`src/rtl/frame_scheduler_pkg.sv`:
```
// Shared data-frames package: payload type, scheduler state encoding,
// frame source identifiers and the round-robin pointer helper.
package frame_scheduler_pkg;

  localparam int PAYLOAD_BITS = 16;
  typedef logic [PAYLOAD_BITS-1:0] payload_t;

  // Source ids cover every requester plus one extra code for heartbeats.
  localparam int DEFAULT_N_PORTS = 3;
  localparam int SRC_ID_W        = $clog2(DEFAULT_N_PORTS + 1);
  typedef logic [SRC_ID_W-1:0] src_id_t;
  localparam src_id_t HEARTBEAT_SRC = src_id_t'(DEFAULT_N_PORTS);

  typedef enum logic [1:0] {
    ST_IDLE  = 2'd0,
    ST_OFFER = 2'd1,
    ST_BUSY  = 2'd2
  } sched_state_t;

  // Next round-robin start after serving port k (k >= 1); port 0 never
  // takes part in the rotation, so the wrap lands on port 1.
  function automatic int unsigned rr_next(input int unsigned port,
                                          input int unsigned n_ports);
    return (port + 1 >= n_ports) ? 1 : port + 1;
  endfunction

endpackage

```
`src/rtl/frame_scheduler_rr_arbiter.sv`:
```
// Combinational rotating-priority arbiter: the search starts at ptr, runs up
// to the top port and then wraps to port 0. Grant is one-hot or zero.
module rr_arbiter #(
  parameter int N = 3
) (
  input  logic [N-1:0]         req,
  input  logic [$clog2(N)-1:0] ptr,
  output logic [N-1:0]         grant
);

  logic [31:0] start;
  logic        found;

  // Two passes: ports at or above the pointer first, then the wrapped range.
  always_comb begin
    grant = '0;
    found = 1'b0;
    start = 32'(ptr);
    for (int unsigned j = 0; j < N; j++) begin
      if (!found && j >= start && req[j]) begin
        grant[j] = 1'b1;
        found    = 1'b1;
      end
    end
    for (int unsigned j = 0; j < N; j++) begin
      if (!found && j < start && req[j]) begin
        grant[j] = 1'b1;
        found    = 1'b1;
      end
    end
  end

endmodule

```
`src/rtl/frame_scheduler.sv`:
```
// Frame scheduler: picks one requester (port 0 strict priority, the rest
// round-robin) or an idle heartbeat, offers the frame to the payload
// transmitter and holds the payload steady until the transmitter is done.
module frame_scheduler
  import frame_scheduler_pkg::*;
#(
  parameter int N_PORTS         = 3,
  parameter int PAYLOAD_W       = $bits(payload_t),
  parameter int HEARTBEAT_TICKS = 1000
) (
  input  logic                           clk,
  input  logic                           reset,
  input  logic [N_PORTS-1:0]             req_valid,
  output logic [N_PORTS-1:0]             req_ready,
  input  logic [N_PORTS*PAYLOAD_W-1:0]   req_payload,
  input  logic [PAYLOAD_W-1:0]           heartbeat_payload,
  input  logic                           output_tick,
  output logic                           tx_valid,
  input  logic                           tx_ready,
  output logic [PAYLOAD_W-1:0]           tx_payload,
  output logic [$clog2(N_PORTS+1)-1:0]   tx_src,
  output logic                           tx_done
);

  localparam int SRC_W = $clog2(N_PORTS + 1);
  localparam int PTR_W = $clog2(N_PORTS);
  localparam int CNT_W = $clog2(HEARTBEAT_TICKS + 1);

  sched_state_t         state, state_n;
  logic [PTR_W-1:0]     rr_ptr, rr_ptr_n;
  logic [CNT_W-1:0]     idle_cnt, idle_cnt_n;
  logic                 tx_valid_n, tx_done_n;
  logic [PAYLOAD_W-1:0] tx_payload_n;
  logic [SRC_W-1:0]     tx_src_n;

  logic [N_PORTS-1:0]   rr_req, rr_grant, grant;
  logic                 grant_en;

  // Port 0 is excluded from the rotation; it is handled by strict priority.
  assign rr_req = {req_valid[N_PORTS-1:1], 1'b0};

  rr_arbiter #(.N(N_PORTS)) u_rr_arbiter (
    .req   (rr_req),
    .ptr   (rr_ptr),
    .grant (rr_grant)
  );

  assign req_ready = grant;

  // Next-state, grant and datapath selection; registered values held by default.
  always_comb begin
    state_n      = state;
    rr_ptr_n     = rr_ptr;
    idle_cnt_n   = idle_cnt;
    tx_valid_n   = tx_valid;
    tx_done_n    = 1'b0;
    tx_payload_n = tx_payload;
    tx_src_n     = tx_src;

    // The tx_done cycle is a mandatory gap before the next grant.
    grant_en = (state == ST_IDLE) && !tx_done && !reset;
    grant    = '0;
    if (grant_en) begin
      grant = req_valid[0] ? N_PORTS'(1) : rr_grant;
    end

    unique case (state)
      ST_IDLE: begin
        if (output_tick && idle_cnt != CNT_W'(HEARTBEAT_TICKS)) begin
          idle_cnt_n = idle_cnt + CNT_W'(1);
        end
        if (|grant) begin
          for (int unsigned j = 0; j < N_PORTS; j++) begin
            if (grant[j]) begin
              tx_payload_n = req_payload[j*PAYLOAD_W +: PAYLOAD_W];
              tx_src_n     = SRC_W'(j);
              if (j != 0) begin
                rr_ptr_n = PTR_W'(rr_next(j, N_PORTS));
              end
            end
          end
          tx_valid_n = 1'b1;
          idle_cnt_n = '0;
          state_n    = ST_OFFER;
        end else if (grant_en && idle_cnt == CNT_W'(HEARTBEAT_TICKS)) begin
          tx_payload_n = heartbeat_payload;
          tx_src_n     = SRC_W'(N_PORTS);
          tx_valid_n   = 1'b1;
          idle_cnt_n   = '0;
          state_n      = ST_OFFER;
        end
      end
      ST_OFFER: begin
        if (tx_ready) begin
          tx_valid_n = 1'b0;
          state_n    = ST_BUSY;
        end
      end
      ST_BUSY: begin
        if (tx_ready) begin
          tx_done_n = 1'b1;
          state_n   = ST_IDLE;
        end
      end
      default: begin
        state_n = ST_IDLE;
      end
    endcase
  end

  // State and output registers; reset abandons any frame in flight.
  always_ff @(posedge clk) begin
    if (reset) begin
      state      <= ST_IDLE;
      rr_ptr     <= PTR_W'(1);
      idle_cnt   <= '0;
      tx_valid   <= 1'b0;
      tx_done    <= 1'b0;
      tx_payload <= '0;
      tx_src     <= '0;
    end else begin
      state      <= state_n;
      rr_ptr     <= rr_ptr_n;
      idle_cnt   <= idle_cnt_n;
      tx_valid   <= tx_valid_n;
      tx_done    <= tx_done_n;
      tx_payload <= tx_payload_n;
      tx_src     <= tx_src_n;
    end
  end

endmodule

```
`config.mk`:
```
export PLATFORM = sky130hd
export DESIGN_NAME = frame_scheduler
export DESIGN_NICKNAME = d
export VERILOG_FILES = /design/src/rtl/frame_scheduler_pkg.sv /design/src/rtl/frame_scheduler_rr_arbiter.sv /design/src/rtl/frame_scheduler.sv
export SDC_FILE = /design/constraint.sdc
export NUM_CORES = 1
export LEC_CHECK = 0
export CAP_MARGIN = 10
export CORE_ASPECT_RATIO = 1.5
export CORE_MARGIN = 2
export CORE_UTILIZATION = 38
export CTS_CLUSTER_DIAMETER = 150
export DETAILED_ROUTE_END_ITERATION = 10
export GPL_ROUTABILITY_DRIVEN = 0
export GPL_TIMING_DRIVEN = 0
export PLACE_DENSITY = 0.77
export SLEW_MARGIN = 20
export SYNTH_ARGS = -nofsm -noshare
export SYNTH_HDL_FRONTEND = slang
export SYNTH_HIERARCHICAL = 1
export SYNTH_SLANG_ARGS = --single-unit
export TNS_END_PERCENT = 10
```
`constraint.sdc`:
```
create_clock -name clk -period 2.4 [get_ports clk]
set_input_delay 0.24 -clock clk [delete_from_list [all_inputs] [get_ports clk]]
set_output_delay 0.24 -clock clk [all_outputs]
set_load 0.01 [all_outputs]
```
; ---- After elaboration in Yosys (flattened, before gate mapping)
; Cells that the tools add are included.
; Widths: inputs -> output; s select.
[totals]
output_inout_bits = 23
input_bits = 71
wordCells = 82
reg_bits = 34
[classes]
bitwise = 1
muxes = 33
n_reduce_logical = 28
order_cmp = 4
add_sub_neg = 1
eq_ne = 8
[op_table]
columns = op, n
row1 = $mux 16, 5
row2 = $mux 10, 3
row3 = $mux 2, 11
row4 = $reduce_and 3->1, 4
row5 = $logic_and 1x1->1, 11
row6 = $add 10x1->10 const B, 1
row7 = $eq 10x10->1 const B, 1
row8 = $mux 1, 10
row9 = $ne 10x10->1 const B, 1
row10 = $mux 3, 2
row11 = $pmux 2 s3, 1
row12 = $reduce_bool 2->1, 3
row13 = $logic_not 1->1, 5
row14 = $ne 2x2->1 const B, 2
row15 = $ne 4x4->1 const B, 1
row16 = $ne 3x1->1 const B, 1
row17 = $reduce_bool 3->1, 1
row18 = $reduce_or 3->1, 1
row19 = $eq 2x1->1 const B, 1
row20 = $eq 2x2->1 const B, 1
row21 = $ge 1x2->1 const A, 1
row22 = $ge 2x2->1 const A, 1
row23 = $logic_not 2->1, 1
row24 = $lt 1x2->1 const A, 1
row25 = other kinds (5), 5

; ---- Depth between registers and ports, before layout
; Gate-level depths: netlist of run 1.
[logic_depth]
word_depth = 21
depth_mapped = 9
ltp_nobuf = 6

; ---- By module
; Netlist of run 1, hierarchy kept.
[modules_own_cells]
columns = mod, cells_each, area_per_inst_um2, seq_area_each_um2, n_inst
row1 = frame_scheduler, 239, 2077.0, 680.7, 1
row2 = rr_arbiter, 11, 70.1, 0.0, 1

; ---- Worst setup path after synthesis of run 1
; OpenSTA, ideal clock, no wires.
[synth_path]
path_kind = reg2reg
from = reg state[0]
to = reg tx_payload[0]
required_time_ns = 2.278
slack_ns = -0.123
setup_time_ns = 0.122
period_less_slack_ns = 2.523
arrival_ns = 2.401
path_buffers = 5
stages_incl_launch_ff = 10
cell_sequence = dfxtp_1 > buf_6 > or4_4 > buf_6 > or4_4 > buf_6 > and2_4 > buf_6 > buf_6 > a221o_1
[synth_between]
elab_chain_len = 7
elab_cells_between_ends = 12
classes_between = eq/ne (1) / mux (4) / reduce/logical (7)
[synth_rtl]
columns = element, line_no
row1 = "start, declared", frame_scheduler.sv:29  ; sched_state_t state, state_n;
row2 = "start signal, assigned", frame_scheduler.sv:122  ; state <= state_n;
row3 = $logic_not 2->1 *, "frame_scheduler.sv:61, frame_scheduler.sv:67"
row4 = $logic_and 1x1->1 (2 in a row), frame_scheduler.sv:61  ; grant_en = (state == ST_IDLE) && !tx_done && !reset;
row5 = $mux 3, frame_scheduler.sv:63  ; if (grant_en) begin
row6 = $reduce_or 3->1 or $mux 16 (tied branches), "frame_scheduler.sv:72, frame_scheduler.sv:74"
row7 = $ne 4x4->1 (no line) (tied with other cells), -
row8 = $reduce_and 3->1 (no line) or $mux 16 (tied branches), -
row9 = "end signal, assigned", frame_scheduler.sv:127  ; tx_payload <= tx_payload_n;
row10 = "end, declared", frame_scheduler.sv:20  ; output logic [PAYLOAD_W-1:0] tx_payload,
; Mark *: on every way between the ends. The rest lies on a longest branch, timed or not.
; A chain may end at the register's enable or synchronous reset.

; ---- Final worst setup path of run 1
[layout_path]
from = reg state[0]
to = reg tx_payload[13]
; The elaborated chain is that of the path after synthesis.

==> qor.txt, run 1 <==
Status: completed
Top FF cell, synth: dfxtp_1
Maximum VDD drop: 0.239 mV
CP startpoint kind: flip-flop
Critical Path Fanout Max: 10
Reg2Reg Depth: 8
Worst hold path type: input pin to flip-flop
DIE WIDTH: 65.4 um
Sink Count: 34
Max Fclk: 420 MHz
Layout cells sized above 1: 15.3%
Worst Path Required: 2.58 ns
Setup crit end kind: flip-flop
Most frequent cells in the layout: clkdlybuf4s50_1 (88), dfxtp_1 (31), a21oi_1 (23)
Detailed Route WL: 7090 um
Longest Clk Path Bufs: 2
Reg clk slew, reported paths: 0.07 ns
Fin. max-slew vios: 0
# setup viols final: 0
H-Tree Depth: 2
DP Worst Slack: -0.959 ns
Final Cycle Share: 99.3%
Synth top area share: 31.7%
PortBufs: 91
WHS: 0.436 ns
Pre-Repair DR Iteration Count: 5
Clock insertion delay at the later pin of the skew report: 0.29 ns
Vias per inst: 5.82
Area leader, netlist: dfxtp_1
Final nets: 426
Post-synth EDFFs: 0
Final ANT Viol Nets: 0
Ports: 94
Die Span Y: 96.1 um
Register bit count reported by yosys: 34
WL met3: 541 um
Max-cap viol count: 0
YS warnings: 6
WHS Path Cells: 2
Initial antenna violation count: 0
Area grow syn2layout: 55.9%
Cell variety after synth: 47
Detailed placement HPWL: 5380 um
Final Hold Fails: 0
Setup_tns: 0 ns
RSZ-0062 raised after global routing: true
Area contributors post-synth: dfxtp_1 (32%), mux2_2 (7.9%), a221o_1 (7.5%), o221ai_1 (6.1%), a21oi_1 (5.8%)
GR Util All Layers: 23.1%
DRC viols: 0
Seq/Total Area, Yosys: 31.7%
Initial Utilization: 39.4%
# rows: 33
Asr flop ratio synth: 0%
Critical path class: flip-flop to flip-flop
Lkg Pwr: 1.22 nW
Mean post-synth cell area: 8.59 sq um
Num CTS Buffers: 5
CP arrival: 2.57 ns
Area of the die: 6280 sq um
Grt total ovfl: 0
Largest net degree at the start of global routing: 11
Setup ws final: 0.0163 ns
CTS root buffer: clkbuf_8
Avg WL per Cell: 16.7 um
Via Count: 2468
Post-layout util: 61.4%
Iter 0 DRT Violations: 133
Relative slew slack: 63.7%
Commonest non-fill, non-tap cell in the layout: clkdlybuf4s50_1
Vias in the first global route: 2510
Worst Clk Skew: 0.00619 ns
Hold-fix buffers, CTS: 0
Placeable Area: 5450 sq um
Met2 wire len: 3580 um
Met1 Wirelength: 2710 um
CTS tree: done
Slew @ Worst Pin: 0.542 ns
First-pass GRT wire length: 11300 um
Syn Std Cell Area: 2150 sq um
Pwr Density: 497 nW/um^2
Minimum clock period: 2.38 ns
DR top layer: met4
Syn Inst Count: 250
Ant diodes: 0
[final cells by class]
| cell class | count | area [sq um] |
|---|---|---|
| repair buffers | 95 | 945 |
| clock inverters | 1 | 5.00 |
| inverters | 9 | 36.3 |
| well taps | 70 | 87.6 |
| fillers | 500 | 2100 |
| clock buffers | 7 | 86.3 |
| plain buffers | 22 | 141 |
| flip-flops and latches | 34 | 684 |
| multi-input cells | 186 | 1360 |
[worst max-delay path: stages, from the launching register on]
cell     delay [ns]
dfxtp_2        0.32
buf_6          0.12
or4_4          0.53
buf_6          0.15
or4_4          0.41
and2_4         0.16
buf_6          0.13
buf_8          0.14
a221o_1        0.31
[flip-flops by register name (all words and copies together), names as in the netlist]
name	flops
idle_cnt	10
tx_valid	1
rr_ptr	2
tx_src	2
tx_done	1
tx_payload	16
state	2
[timing repair]
item / in CTS / in global routing
pin swaps: 4 / 1
endpoints found under the setup margin: 20 / 17
buffers inserted: 4 / 0
gates resized for setup: 21 / 7
[routing by layer]
layer  track usage (%)  up-vias
li1                  -     1188
met1              23.7     1149
met2              40.9      110
met3              7.13       21
met4              13.4        0
met5                 0        -
[final timing paths]
kind / to / slack (ns) / startpoint
max: tx_payload[13] / 0.02 / state[0]
min: tx_src[0] / 0.44 / reset
max reg2reg: tx_payload[13] / 0.02 / state[0]
min reg2reg: tx_valid / 0.47 / tx_valid
[cells in the mapped netlist, drive strengths merged, types with 5 or more instances]
master  count
dfxtp      34
a21oi      25
a221o      16
clkbuf     16
mux2       15
o221ai     15
o22ai      15
nand2      12
nor2       11
buf         8
inv         8
nand4       8
nand3       6
nor3        5
nor4        5
[power by group]
group	internal, mW	switching [mW]	total (mW)
clock network	0.232	0.218	0.449
logic	0.324	0.239	0.564
registers	0.617	0.0330	0.650
total	1.17	0.490	1.66
[kinds of logic after synthesis]
logic type / after synthesis / synth area share [%]
AO/OA/AOI/OAI: 91 / 31.0
AND/OR/NAND/NOR: 69 / 18.5
flip-flops: 34 / 31.7
buffers and inverters: 33 / 7.58
multiplexers: 15 / 7.87
XOR/XNOR: 5 / 2.04
adder cells (fa/ha/maj): 2 / 1.17
other: 1 / 0.175
[metrics by stage]
stage	cells	total power [mW]	area (sq um)
after detailed placement	414	1.19	3160
after global placement	414	1.19	3160
after global routing	424	1.75	3350
after floorplan	253	0.923	2160
final	424	1.66	3350
after CTS	424	1.66	3330
No activity file was read; power rests on OpenSTA's default activity.
==> run 2, diff against run 1 <==
--- a/config.mk
+++ b/config.mk
@@ -6,7 +6,7 @@
 export NUM_CORES = 1
 export LEC_CHECK = 0
 export CAP_MARGIN = 10
-export CORE_ASPECT_RATIO = 1.5
+export CORE_ASPECT_RATIO = 0.75
 export CORE_MARGIN = 2
 export CORE_UTILIZATION = 38
 export CTS_CLUSTER_DIAMETER = 150
==> run 2 against run 1 <==
Compared with the run above: cell area up 0.22%; worst setup slack worse by 0.0034 ns; fmax down 0.14%; first-iteration DRC count up 29%; via count up 0.28%; die area down 0.10%; sequential share of layout area down 0.12 points; clock skew down 0.00062 ns; largest cell class unchanged; largest power group unchanged; highest routed layer unchanged.
==> qor.txt, run 2 (same netlist as run 1, synthesis figures left out) <==
Iter 0 DRT Violations: 171 (+29%)
Area of the die: 6270 sq um (-0.10%)
Slew @ Worst Pin: 0.566 ns (+0.0245 ns)
Max FFs per register: 16 (unchanged)
Lkg Pwr: 1.19 nW (-2.6%)
Minimum clock period: 2.39 ns (+0.00342 ns)
Initial Utilization: 39.7% (+0.29 points)
Via Count: 2475 (+0.28%)
Reg clk slew, reported paths: 0.07 ns (about the same)
# rows: 23 (-30%)
Worst hold path type: input pin to flip-flop
Pre-Repair DR Iteration Count: 5 (unchanged)
Max Fclk: 419 MHz (-0.14%)
Setup ws final: 0.0129 ns (-0.00342 ns)
CTS root buffer: clkbuf_8
Status: completed
DP Worst Slack: -1.03 ns (-0.0683 ns)
Ant diodes: 0 (unchanged)
Initial antenna violation count: 0 (unchanged)
Commonest non-fill, non-tap cell in the layout: clkdlybuf4s50_1
Fillers: 491 (-1.8%)
Num CTS Buffers: 5 (unchanged)
Final Hold Fails: 0 (unchanged)
Combinational Power Share: 32.6% (-1.3 points)
PortBufs: 91 (unchanged)
Worst Clk Skew: 0.00557 ns (-0.000616 ns)
Vias per inst: 5.80 (-0.42%)
Worst Path Required: 2.57 ns (about the same)
Final ANT Viol Nets: 0 (unchanged)
DIE WIDTH: 90.8 um (+39%)
Maximum VDD drop: 0.269 mV (+13%)
Power Total: 1.74 mW (+4.4%)
Power Internal: 1.25 mW (+6.3%)
Post-layout util: 62.0% (+0.59 points)
Setup_tns: 0 ns (unchanged)
Sink Count: 34 (unchanged)
Max-cap viol count: 0 (unchanged)
Fin. max-slew vios: 0 (unchanged)
Critical Path Fanout Max: 10 (unchanged)
Layout cells sized above 1: 14.8% (-0.48 points)
RSZ-0062 raised after global routing: true
Clk pwr share: 30.1% (+3.1 points)
Critical path class: flip-flop to flip-flop
First-pass GRT wire length: 11800 um (+4.5%)
CTS tree: done
Placeable Area: 5410 sq um (-0.73%)
Relative slew slack: 62.2% (-1.5 points)
Ports: 94 (unchanged)
Vias in the first global route: 2425 (-3.4%)
Psw: 0.488 mW (-0.28%)
CP startpoint kind: flip-flop
Final nets: 424 (-0.47%)
Largest net degree at the start of global routing: 12 (+1)
Detailed placement HPWL: 5410 um (+0.57%)
Switching Share: 28.1% (-1.3 points)
DRC viols: 0 (unchanged)
Top Registers: tx_payload x16, idle_cnt x10
GR Util All Layers: 23.0% (-0.061 points)
Die Span Y: 69.1 um (-28%)
Avg WL per Cell: 17.1 um (+2.2%)
Sequential Power Share: 37.3% (-1.8 points)
Final Cycle Share: 99.5% (+0.14 points)
Grt total ovfl: 0 (unchanged)
CP arrival: 2.56 ns (about the same)
Biggest register: tx_payload
WHS: 0.454 ns (+0.0180 ns)
# setup viols final: 0 (unchanged)
Clock insertion delay at the later pin of the skew report: 0.28 ns (about the same)
H-Tree Depth: 2 (unchanged)
Area grow syn2layout: 56.3%
Setup crit end kind: flip-flop
Detailed Route WL: 7300 um (+2.9%)
Pwr Density: 517 nW/um^2 (+4.2%)
Longest Clk Path Bufs: 2 (unchanged)
Most frequent cells in the layout: clkdlybuf4s50_1 (89), dfxtp_1 (33), a21oi_1 (23)
-- run 2: cell types whose count changed in the layout (fill, tap and decap cells not counted), sizes merged --
cell | before | now
dlygate4sd2 | 1 | 2
clkinv | 1 | 3
dlymetal6s2s | 2 | 0
bufinv | 0 | 1
clkdlybuf4s50 | 88 | 89
inv | 9 | 8
buf | 11 | 12
clkbuf | 22 | 17
-- run 2: path summary, 6_finish.rpt --
| path | cells after the start | end | slack [ns] | start |
|---|---|---|---|---|
| setup / recovery | 7 | tx_payload[11] | 0.01 | state[0] |
| hold / removal | 2 | tx_src[0] | 0.45 | reset |
| setup reg to reg | 7 | tx_payload[11] | 0.01 | state[0] |
| hold reg to reg | 2 | tx_valid | 0.46 | tx_valid |
-- run 2: final cells by class --
class                           count  area [sq um]  share of cell area, %
Multi-Input combinational cell    186          1370                   40.7
Timing Repair Buffer               95           938                   28.0
Sequential cell                    34           682                   20.3
Buffer                             20           133                   3.95
Tap cell                           75          93.8                   2.80
Clock buffer                        5          68.8                   2.05
Clock inverter                      3          40.0                   1.19
Inverter                            9          35.0                   1.04
-- run 2: worst max-delay path, cell delays in order, from the launching register on --
cell	delay [ns]
dfxtp_1	0.31
buf_6	0.13
or4_4	0.58
or4_4	0.50
and2_4	0.17
buf_6	0.13
buf_8	0.14
a221o_1	0.32
-- run 2: power by group through the flow --
stage / logic (mW) / clock network [mW] / registers [mW]
final: 0.566 / 0.522 / 0.647
after global routing: 0.606 / 0.559 / 0.654
after CTS: 0.555 / 0.531 / 0.647
after detailed placement: 0.536 / 0 / 0.659
after global placement: 0.525 / 0 / 0.657
after floorplan: 0.247 / 0 / 0.676
-- run 2: layer usage --
layer  routed length (um)  track usage, %  up-vias
met5                    0               0        -
met4                  134            7.58        0
met3                  532            5.46       13
met2                 3480            37.4      113
met1                 3160            30.2     1160
li1                     -               -     1189
-- run 2: what timing repair did --
action,4_1_cts,5_1_grt
pin swaps,5,0
hold buffers,0,0
endpoints found under the setup margin,21,18
resized for setup,21,8
buffers inserted,4,0
-- run 2: metrics by stage --
stage	cells	area, sq um
5_1_grt	427	3360
3_5_place_dp	419	3170
3_3_place_gp	419	3170
6_report	427	3360
2_1_floorplan	253	2160
4_1_cts	428	3340
==> run 3, diff against run 2 <==
--- a/config.mk
+++ b/config.mk
@@ -6,9 +6,11 @@
 export NUM_CORES = 1
 export LEC_CHECK = 0
 export CAP_MARGIN = 10
+export CELL_PAD_IN_SITES_DETAIL_PLACEMENT = 0
+export CELL_PAD_IN_SITES_GLOBAL_PLACEMENT = 1
 export CORE_ASPECT_RATIO = 0.75
 export CORE_MARGIN = 2
-export CORE_UTILIZATION = 38
+export CORE_UTILIZATION = 27
 export CTS_CLUSTER_DIAMETER = 150
 export DETAILED_ROUTE_END_ITERATION = 10
 export GPL_ROUTABILITY_DRIVEN = 0
==> run 3 against run 2 <==
Compared with the run above: global-route usage shrank 5.6 points; wire length is 3.9% higher; final cell count is 7.3% higher; cell area is 2.1% higher; register-to-register slack improved by 0.05 ns; total power rose by 1.4%.
==> qor.txt, run 3 (same netlist as run 1, synthesis figures left out) <==
Status: completed
Fin. max-slew vios: 0 (unchanged)
GR Util All Layers: 17.4% (-5.6 points)
Ant diodes: 0 (unchanged)
PortBufs: 91 (unchanged)
DRC viols: 0 (unchanged)
Switching Share: 29.0% (+0.89 points)
Grt total ovfl: 0 (unchanged)
Vias per inst: 5.33 (-8.0%)
CTS root buffer: clkbuf_8
Max Fclk: 429 MHz (+2.3%)
Die Span Y: 81.2 um (+18%)
Critical Path Fanout Max: 10 (unchanged)
Longest Clk Path Bufs: 2 (unchanged)
Top Registers: tx_payload x16, idle_cnt x10
Placeable Area: 7810 sq um (+44%)
Area of the die: 8690 sq um (+38%)
Commonest non-fill, non-tap cell in the layout: clkdlybuf4s50_1
Critical path class: flip-flop to flip-flop
Reg clk slew, reported paths: 0.08 ns (about the same)
Final ANT Viol Nets: 0 (unchanged)
Final Cycle Share: 97.2% (-2.3 points)
Iter 0 DRT Violations: 125 (-27%)
Biggest register: tx_payload
# setup viols final: 0 (unchanged)
Avg WL per Cell: 16.6 um (-3.2%)
Psw: 0.511 mW (+4.6%)
Ports: 94 (unchanged)
Slew @ Worst Pin: 0.565 ns (-0.00171 ns)
Combinational Power Share: 32.2% (-0.4 points)
Sequential Power Share: 36.9% (-0.4 points)
Clock insertion delay at the later pin of the skew report: 0.29 ns (about the same)
CP arrival: 2.51 ns (-0.05 ns)
Power Internal: 1.25 mW (+0.16%)
Vias in the first global route: 2347 (-3.2%)
Initial Utilization: 27.5% (-12 points)
CTS tree: done
Final Hold Fails: 0 (unchanged)
Clk pwr share: 30.9% (+0.8 points)
Num CTS Buffers: 5 (unchanged)
Maximum VDD drop: 0.221 mV (-18%)
DP Worst Slack: -1.07 ns (-0.0393 ns)
Setup crit end kind: flip-flop
Sink Count: 34 (unchanged)
H-Tree Depth: 2 (unchanged)
Pre-Repair DR Iteration Count: 4 (-1)
DIE WIDTH: 107 um (+18%)
Most frequent cells in the layout: clkdlybuf4s50_1 (87), dfxtp_1 (32), a21oi_1 (23)
Relative slew slack: 62.0% (-0.28 points)
Worst Clk Skew: 0.00785 ns (+0.00228 ns)
Max-cap viol count: 0 (unchanged)
Worst hold path type: flip-flop to flip-flop
Power Total: 1.76 mW (+1.4%)
Largest net degree at the start of global routing: 13 (+1)
First-pass GRT wire length: 11900 um (+1.1%)
Setup ws final: 0.0673 ns (+0.0544 ns)
Final nets: 425 (+0.24%)
Worst Path Required: 2.57 ns (about the same)
Via Count: 2442 (-1.3%)
Pwr Density: 514 nW/um^2 (-0.66%)
Initial antenna violation count: 0 (unchanged)
Detailed Route WL: 7580 um (+3.9%)
Detailed placement HPWL: 5570 um (+3.0%)
RSZ-0062 raised after global routing: false
Area grow syn2layout: 59.6%
Max FFs per register: 16 (unchanged)
Fillers: 766 (+56%)
Minimum clock period: 2.33 ns (-0.0544 ns)
# rows: 28 (+22%)
Layout cells sized above 1: 15.6% (+0.81 points)
Lkg Pwr: 1.23 nW (+3.4%)
CP startpoint kind: flip-flop
[run 3: worst max-delay path, stage by stage, from the launching register on]
cell and delay, ns:
dfxtp_1 0.31, buf_6 0.13, or4_4 0.59, or4_4 0.45, and2_4 0.16, buf_6 0.12, buf_6 0.14, a221o_1 0.31
[run 3: worst paths after layout]
check	from	end	slack (ns)	cells after the start
setup reg to reg	state[0]	tx_payload[10]	0.07	7
hold / removal	tx_src[1]	tx_src[1]	0.47	2
setup / recovery	state[0]	tx_payload[10]	0.07	7
hold reg to reg	tx_src[1]	tx_src[1]	0.47	2
[run 3: cell type report]
type                            count  area, sq um  area share, %
Sequential cell                    34          683           19.9
Clock inverter                      3         45.0           1.31
Tap cell                          105          131           3.83
Clock buffer                        5         68.8           2.01
Buffer                             20          123           3.58
Multi-Input combinational cell    186         1380           40.4
Inverter                            9         36.3           1.06
Timing Repair Buffer               96          955           27.9
[run 3: per-layer routing]
metal | routed length (um) | global-route usage (%) | vias up
met4 | 110 | 5.19 | 0
met3 | 464 | 4.01 | 9
li1 | - | - | 1187
met2 | 3260 | 24.9 | 92
met5 | 0 | 0 | -
met1 | 3740 | 25.7 | 1154
[run 3: power by group through the flow]
stage,logic [mW],registers (mW),clock network (mW)
after floorplan,0.247,0.676,0
after global placement,0.534,0.660,0
after detailed placement,0.538,0.659,0
after CTS,0.561,0.648,0.559
after global routing,0.615,0.654,0.581
final,0.568,0.649,0.544
[run 3: repair_timing]
action	4_1_cts	5_1_grt
buffers inserted	4	1
gates resized for setup	20	11
cloned	0	0
hold buffers	0	0
endpoints found under the setup margin	22	24
pin swaps	4	2
[run 3: metrics by stage]
step           util (%)  area (sq um)  hold WS, ns  TNS, ns  cells
2_1_floorplan         -          2160        0.365   -0.407    253
6_report           43.9          3430        0.467        0    458
3_3_place_gp       41.0          3210        0.446   -17.82    449
5_1_grt            43.9          3430        0.473        0    458
3_5_place_dp       41.0          3210        0.455   -19.68    449
4_1_cts            43.5          3400        0.458   -0.291    458
